[src/rtl/cla_pipe_addsub.sv]
// rtl/cla_pipe_addsub.sv - pipelined carry-lookahead adder/subtractor with valid/ready handshake
//
// Parameters: WIDTH (operand bits), GROUP (bits per lookahead group),
//             GROUPS_PER_STAGE (groups resolved per pipeline stage).
//             STAGES = WIDTH / (GROUP*GROUPS_PER_STAGE).
// Ports:
//   clock, reset_n             clock and synchronous active-low reset
//   in_valid, in_ready         operand handshake
//   data_operandA/B, sub       operands; sub=1 computes A-B
//   out_valid, out_ready       result handshake
//   Sum, Cout                  registered result and carry out (1 = no borrow on subtract)
//   Ovf, Zero                  signed overflow and zero flag, only with CLA_FLAGS_EN defined
// Optional feature macro: CLA_FLAGS_EN
//
// Pipeline layout: a capture register (index 0) holds conditioned operands,
// then STAGES registers (index 1..STAGES), each adding one slice. Index
// STAGES is the output register, so latency is STAGES cycles from capture.

module cla_pipe_addsub #(
    parameter int WIDTH            = 32,
    parameter int GROUP            = 4,
    parameter int GROUPS_PER_STAGE = 2
) (
    input  logic             clock,
    input  logic             reset_n,
    input  logic             in_valid,
    output logic             in_ready,
    input  logic [WIDTH-1:0] data_operandA,
    input  logic [WIDTH-1:0] data_operandB,
    input  logic             sub,
    output logic             out_valid,
    input  logic             out_ready,
    output logic [WIDTH-1:0] Sum,
    output logic             Cout
`ifdef CLA_FLAGS_EN
    ,
    output logic             Ovf,
    output logic             Zero
`endif
);

    localparam int SL     = GROUP * GROUPS_PER_STAGE;
    localparam int STAGES = WIDTH / SL;

    if ((WIDTH % SL) != 0) begin : g_width_check
        $error("cla_pipe_addsub: WIDTH must be a multiple of GROUP*GROUPS_PER_STAGE");
    end

    logic             v_q [0:STAGES];
    logic [WIDTH-1:0] s_q [0:STAGES];
    logic             c_q [0:STAGES];
    logic [WIDTH-1:0] a_q [0:STAGES-1];
    logic [WIDTH-1:0] b_q [0:STAGES-1];

    logic [WIDTH-1:0] sum_n  [0:STAGES-1];
    logic             cout_n [0:STAGES-1];

`ifdef CLA_FLAGS_EN
    logic             z_q   [0:STAGES];
    logic             ovf_q;
    logic             zs_n  [0:STAGES-1];
    logic             msb_cin;
`endif

    logic advance;

    // Global stall: everything moves together or nothing moves.
    assign advance   = !v_q[STAGES] || out_ready;
    assign in_ready  = advance;
    assign out_valid = v_q[STAGES];
    assign Sum       = s_q[STAGES];
    assign Cout      = c_q[STAGES];
`ifdef CLA_FLAGS_EN
    assign Ovf       = ovf_q;
    assign Zero      = z_q[STAGES];
`endif

    // Slice arithmetic for every stage. Group P/G are formed over the whole
    // group, group carries chain as C(i+1) = G(i) | P(i)&C(i); the bit-level
    // carries inside a group only produce the sum bits.
    always_comb begin
        logic c;
        logic cb;
        logic gg;
        logic gp;
        logic p;
        logic g;
        int   bi;
        c  = 1'b0;
        cb = 1'b0;
        gg = 1'b0;
        gp = 1'b0;
        p  = 1'b0;
        g  = 1'b0;
        bi = 0;
`ifdef CLA_FLAGS_EN
        msb_cin = 1'b0;
`endif
        for (int k = 0; k < STAGES; k++) begin
            sum_n[k] = s_q[k];
            c        = c_q[k];
            for (int gi = 0; gi < GROUPS_PER_STAGE; gi++) begin
                gg = 1'b0;
                gp = 1'b1;
                cb = c;
                for (int j = 0; j < GROUP; j++) begin
                    bi = k * SL + gi * GROUP + j;
                    p  = a_q[k][bi] ^ b_q[k][bi];
                    g  = a_q[k][bi] & b_q[k][bi];
                    gg = g | (p & gg);
                    gp = gp & p;
                    sum_n[k][bi] = p ^ cb;
`ifdef CLA_FLAGS_EN
                    if (bi == WIDTH - 1) begin
                        msb_cin = cb;
                    end
`endif
                    cb = g | (p & cb);
                end
                c = gg | (gp & c);
            end
            cout_n[k] = c;
`ifdef CLA_FLAGS_EN
            zs_n[k] = (sum_n[k][k*SL +: SL] == '0);
`endif
        end
    end

    always_ff @(posedge clock) begin
        if (!reset_n) begin
            for (int k = 0; k <= STAGES; k++) begin
                v_q[k] <= 1'b0;
                s_q[k] <= '0;
                c_q[k] <= 1'b0;
`ifdef CLA_FLAGS_EN
                z_q[k] <= 1'b0;
`endif
            end
            for (int k = 0; k < STAGES; k++) begin
                a_q[k] <= '0;
                b_q[k] <= '0;
            end
`ifdef CLA_FLAGS_EN
            ovf_q <= 1'b0;
`endif
        end else if (advance) begin
            v_q[0] <= in_valid;
            if (in_valid) begin
                a_q[0] <= data_operandA;
                b_q[0] <= data_operandB ^ {WIDTH{sub}};
                c_q[0] <= sub;
                s_q[0] <= '0;
`ifdef CLA_FLAGS_EN
                z_q[0] <= 1'b1;
`endif
            end
            for (int k = 0; k < STAGES; k++) begin
                v_q[k+1] <= v_q[k];
                // Data fields only load behind a valid entry, so the output
                // register keeps the last result when a bubble arrives.
                if (v_q[k]) begin
                    s_q[k+1] <= sum_n[k];
                    c_q[k+1] <= cout_n[k];
`ifdef CLA_FLAGS_EN
                    z_q[k+1] <= z_q[k] & zs_n[k];
`endif
                end
            end
            for (int k = 0; k < STAGES - 1; k++) begin
                if (v_q[k]) begin
                    a_q[k+1] <= a_q[k];
                    b_q[k+1] <= b_q[k];
                end
            end
`ifdef CLA_FLAGS_EN
            if (v_q[STAGES-1]) begin
                ovf_q <= msb_cin ^ cout_n[STAGES-1];
            end
`endif
        end
    end

endmodule

[config.mk]
export PLATFORM = sky130hd
export DESIGN_NAME = cla_pipe_addsub
export DESIGN_NICKNAME = d
export VERILOG_FILES = /design/src/rtl/cla_pipe_addsub.sv
export SDC_FILE = /design/constraint.sdc
export NUM_CORES = 1
export LEC_CHECK = 0
export CAP_MARGIN = 10
export CORE_ASPECT_RATIO = 1.75
export CORE_MARGIN = 3
export CORE_UTILIZATION = 40
export CTS_CLUSTER_DIAMETER = 100
export CTS_CLUSTER_SIZE = 12
export DETAILED_ROUTE_END_ITERATION = 10
export PLACE_DENSITY_LB_ADDON = 0.25
export SKIP_CTS_REPAIR_TIMING = 1
export SLEW_MARGIN = 20
export SYNTH_ARGS = -nofsm -noshare
export SYNTH_HDL_FRONTEND = slang
export SYNTH_SLANG_ARGS = --single-unit
[constraint.sdc]
create_clock -name clock -period 9.2 [get_ports clock]
set_input_delay 1.84 -clock clock [delete_from_list [all_inputs] [get_ports clock]]
set_output_delay 1.84 -clock clock [all_outputs]
set_load 0.1 [all_outputs]
Yosys cells after proc, flatten, opt, wreduce, memory -nomap -nowiden
Memories as Yosys holds them, arrays and structs flattened.
Cells that the tools add are included.

storage, ports and cells
  bits in registers = 0
  word-level logic and storage cells = 310
  input port bits = 69
  RAM bits = 426
  memories = 5

cells by class
  mux-type cells = 47
  bitwise logic cells = 256
  reductions and logical operators = 2

memory list
  name  words  width  rd ports  clocked after memory_dff  write ports  line  RTL
  s_q   5      32     5         0                         5            50    logic [WIDTH-1:0] s_q [0:STAGES];
  a_q   4      32     4         0                         4            52    logic [WIDTH-1:0] a_q [0:STAGES-1];
  b_q   4      32     4         0                         4            53    logic [WIDTH-1:0] b_q [0:STAGES-1];
  c_q   5      1      5         0                         5            51    logic c_q [0:STAGES];
  v_q   5      1      5         0                         5            49    logic v_q [0:STAGES];

operators by type and width
  cell                number
  two-way mux 32 bit  13
  bitwise AND 1 bit   112
  bitwise OR 1 bit    79
  bitwise XOR 1 bit   64
  two-way mux 1 bit   34
  bitwise XOR 32 bit  1
  logical NOT 1 bit   1
  logical OR 1 bit    1

Longest topological paths before layout
  depth after elaboration = 16
  gate-level depth with buffers = 8
  gate-level depth less buffers = 8

Worst setup path before layout
OpenSTA, ideal clock, no wires.

  kind = input-to-reg
  start = in out_ready
  end = mem a_q[0][0], enable pin
  data arrival time = 4579 ps
  slack = 3933 ps
  required time = 8512 ps
  cell stages on the path = 5
  path through = nand2b_1 > and2_1 > nand2_1 > clkbuf_1 > nand2_1

RTL lines
  element      line  RTL
  from (decl)  32    input logic out_ready,
  to (decl)    52

Worst setup path after layout
  start = in out_ready
  end = out in_ready

between the ends
  word-level cells in the longest chain between the ends = 1

ends and longest elaborated chain
  element           line  RTL
  logical OR 1 bit  68    assign advance = !v_q[STAGES] || out_ready;
  to (decl)         27    output logic in_ready,

Every way passes these cells.

==> results_dict.tcl <==
set metrics [dict create \
    seq_power_share_pct 55.0 \
    yosys_warnings 0 \
    path_cells "clkdlybuf4s50_1, nand2b_1, clkdlybuf4s50_1" \
    core_region_area_sq_um 26900 \
    dr_total_vias 5102 \
    timing.slew.headroom_pct 30.9 \
    finalNetCount 941 \
    switching_pwr_mw 0.565 \
    number_of_cells_on_the_worst_reg_to_reg_path 8 \
    cts.sinks 250 \
    max-vdd-ir-drop_v 0.000113 \
    fp.dieW_um 131 \
    timing.critical_path.from_type "primary input" \
    synthesis.area_sq_um 11000 \
    comb_power_share_pct 11.3 \
    synth_seq_cells 250 \
    grt-ovfl-total 0 \
    timing_hold_violations_final 0 \
    synth_compound_gate_area_share_pct 1.73 \
    start_util_pct 40.9 \
    worstHoldPathCells 1 \
    largest_family_of_logic_cells_by_synthesized_area "simple AND/OR/NAND/NOR gates" \
    max-clock-path-buffers 3 \
    postSynthAreaPerCell_sq_um 14.8 \
    worst_clk_skew_ps 11.2 \
    power.leakage_nw 4.81 \
    path_clk_slew_ps 60 \
    sequential_cell_area_sq_um 7510 \
    max_slew.worst_pin.slew_ps 1030 \
    utilization_pct 47.6 \
    synthMuxAreaShare_pct 0 \
    cts_tree "done" \
    mappedNetlistNets 867 \
    r2r-start "a_q[3][26]" \
    yosys.area_share.xor_xnor_pct 3.18 \
    synthDominantCellAreaShare_pct 68.2 \
    numCtsBuffers 24 \
    post_route_worst_setup_slack_ps 3630 \
    netlist-cell-type-count 24 \
    antenna_left 0 \
    layout_worst_path_cycle_share_pct 60.5 \
    rows 79 \
    yosys-top-cells-area "sky130_fd_sc_hd__edfxtp_1, sky130_fd_sc_hd__and2_1, sky130_fd_sc_hd__fa_1, sky130_fd_sc_hd__ha_1, sky130_fd_sc_hd__xnor2_1" \
    critPathMostFrequentCell "sky130_fd_sc_hd__clkdlybuf4s50_1" \
    clock_power_share_pct 33.7 \
    routed-wl-met2_um 8180 \
    cts.htree.levels 1 \
    max_freq_ghz 0.180 \
    drt-vias-per-instance 4.32 \
    worstPathArrival_ps 3730 \
    total_of_endpoints_with_negative_setup_slack_in_the_final_report 0 \
    area.growth.synth_to_final_pct 16.4 \
    dp_hpwl_um 10700 \
    grt_first_pass_wirelength_um 25700 \
    timing.final.crit_period_ps 5570 \
    timing.reg2reg.setup_slack_ps 5980 \
    place.gp.congestion 0.717 \
    multi_input_area_sq_um 3040 \
    drt-met1-wl_um 5880 \
    routed.top_layer "met4" \
    die_height_um 225 \
    clock_tree.root_cell "sky130_fd_sc_hd__clkbuf_16" \
    synth_ff_type "sky130_fd_sc_hd__edfxtp_1" \
    path_max_fanout 6 \
    first_global_vias 5317 \
    place.port_buffers 103 \
    synthAdderAreaFrac_pct 8.00 \
    worst_hold_startpoint "b_q[0][31]" \
    tns_ps 0 \
    global_route.usage.total_pct 10.6 \
    dr.pass1.iters 4 \
    synth_edf_count 250 \
    maxCapViolations 0 \
    routed_wl_um 15100 \
    total_chip_power_mw 2.49 \
    synth_sequential_area_ratio_pct 68.2 \
    switching_share_pct 22.7 \
    async_reset_ff_share_pct 0 \
    dieArea_sq_um 29600 \
    critPathLaunch "out_ready" \
    layout-drive-gt1-share_pct 5.88 \
    critical_path.slowest_cell "sky130_fd_sc_hd__clkdlybuf4s50_1" \
    cell_internal_pwr_mw 1.93 \
    critical_path_required_ps 7360 \
    timing.hold.worst.class "flip-flop to flip-flop" \
    num_io_pins 104 \
    grt_max_degree 70 \
    diodes 0 \
    n_fill_cell 2441 \
    rr_endpoint "s_q[0][159]" \
    synth-simple-area-share_pct 14.6 \
    routed_wire_length_per_instance_um 12.8 \
    synth.largest_area_cell "sky130_fd_sc_hd__edfxtp_1" \
    min_to "b_q[1][31]" \
    antenna_found_initial 0 \
    criticalPathCategory "primary input to primary output" \
    met3_length_um 691 \
    critical_path.max_stage_delay_ps 1210 \
    clkLatencyLatePin_ps 510 \
    drt-initial-drc-count 262 \
    drc_errors 0 \
    status "complete, no violations" \
    placement.setup.worst_slack_ps 3630 \
    kind_of_capture_point_of_the_worst_setup_path "primary output" \
    timing.final.max_slew_violations 0 \
    cellPowerDensity_nw_per_um2 195 \
    rsz0062_at_grt "no" \
    syn_inst 742 \
]
==> how the worst max path moves through the flow <==
stage	end	cells past startpoint
floorplan	a_q[0][0]	5
global placement	in_ready	3
detailed placement	in_ready	3
CTS	in_ready	3
global route	in_ready	3
finish	in_ready	3
==> cells by family (layout without fill, tap and decap cells) <==
logic type / after synthesis / after routing
AO/OA/AOI/OAI: 30 / 30
XOR/XNOR: 40 / 40
adder cells (fa/ha/maj): 56 / 56
buffers and inverters: 87 / 161
flip-flops: 250 / 250
AND/OR/NAND/NOR: 279 / 279
==> area by class of cell <==
class | count | share of cell area [%]
timing repair buffer | 110 | 8.45
clock buffer | 25 | 4.88
inverter | 25 | 0.733
tap | 364 | 3.56
clock inverter | 1 | 0.0293
multi-input combinational | 405 | 23.7
sequential | 250 | 58.6
==> per-stage QoR <==
| step | std cells | cell area [sq um] | hold slack (ps) |
|---|---|---|---|
| CTS | 1179 | 12800 | 517 |
| floorplan | 742 | 11000 | 497 |
| detailed placement | 1153 | 12200 | 502 |
| global placement | 1153 | 12200 | 501 |
| finish | 1180 | 12800 | 514 |
| global route | 1180 | 12800 | 527 |
==> cells in the mapped netlist (2+ instances only) <==
cell type / count
sky130_fd_sc_hd__fa_1: 24
sky130_fd_sc_hd__edfxtp_1: 250
sky130_fd_sc_hd__and2_4: 10
sky130_fd_sc_hd__nand2b_1: 8
sky130_fd_sc_hd__o21ai_0: 4
sky130_fd_sc_hd__and2_1: 188
sky130_fd_sc_hd__o221ai_1: 4
sky130_fd_sc_hd__buf_4: 32
sky130_fd_sc_hd__buf_6: 2
sky130_fd_sc_hd__nand2_1: 14
sky130_fd_sc_hd__ha_1: 32
sky130_fd_sc_hd__nor2_1: 52
sky130_fd_sc_hd__and3_1: 4
sky130_fd_sc_hd__a41oi_1: 3
sky130_fd_sc_hd__clkbuf_1: 23
sky130_fd_sc_hd__a21oi_1: 17
sky130_fd_sc_hd__buf_2: 5
sky130_fd_sc_hd__xnor2_1: 40
sky130_fd_sc_hd__inv_1: 25
==> cells in the final DEF (no fill, tap or decap), drive strengths merged, types with 17 or more instances in the layout <==
master	instances
a21oi	17
and2	198
clkbuf	25
clkdlybuf4s50	102
edfxtp	250
fa	24
ha	32
inv	25
nor2	52
xnor2	40
==> worst max-delay path: cells and delay by family <==
kind / cells / cell delay, ps
buf+inv: 2 / 1680
simple gates: 1 / 200
==> metal layers <==
| layer | global-route usage [%] | vias up |
|---|---|---|
| met3 | 1.99 | 21 |
| met4 | 4.24 | 0 |
| met5 | 0 | - |
| li1 | - | 2629 |
| met2 | 19.8 | 99 |
| met1 | 11.8 | 2353 |
==> state kept, by name, indices dropped and copies added (netlist names) <==
signal and cells:
a_q 80, b_q 80, s_q 80, c_q 5, v_q 5
==> power groups by stage <==
stage               registers, mW  logic, mW  clock network (mW)
floorplan                    1.39      0.216                   0
global placement             1.39      0.282                   0
detailed placement           1.40      0.288                   0
CTS                          1.37      0.288               0.873
global route                 1.38      0.313               0.916
finish                       1.37      0.282               0.840
Power figures use the tool's default switching activity.
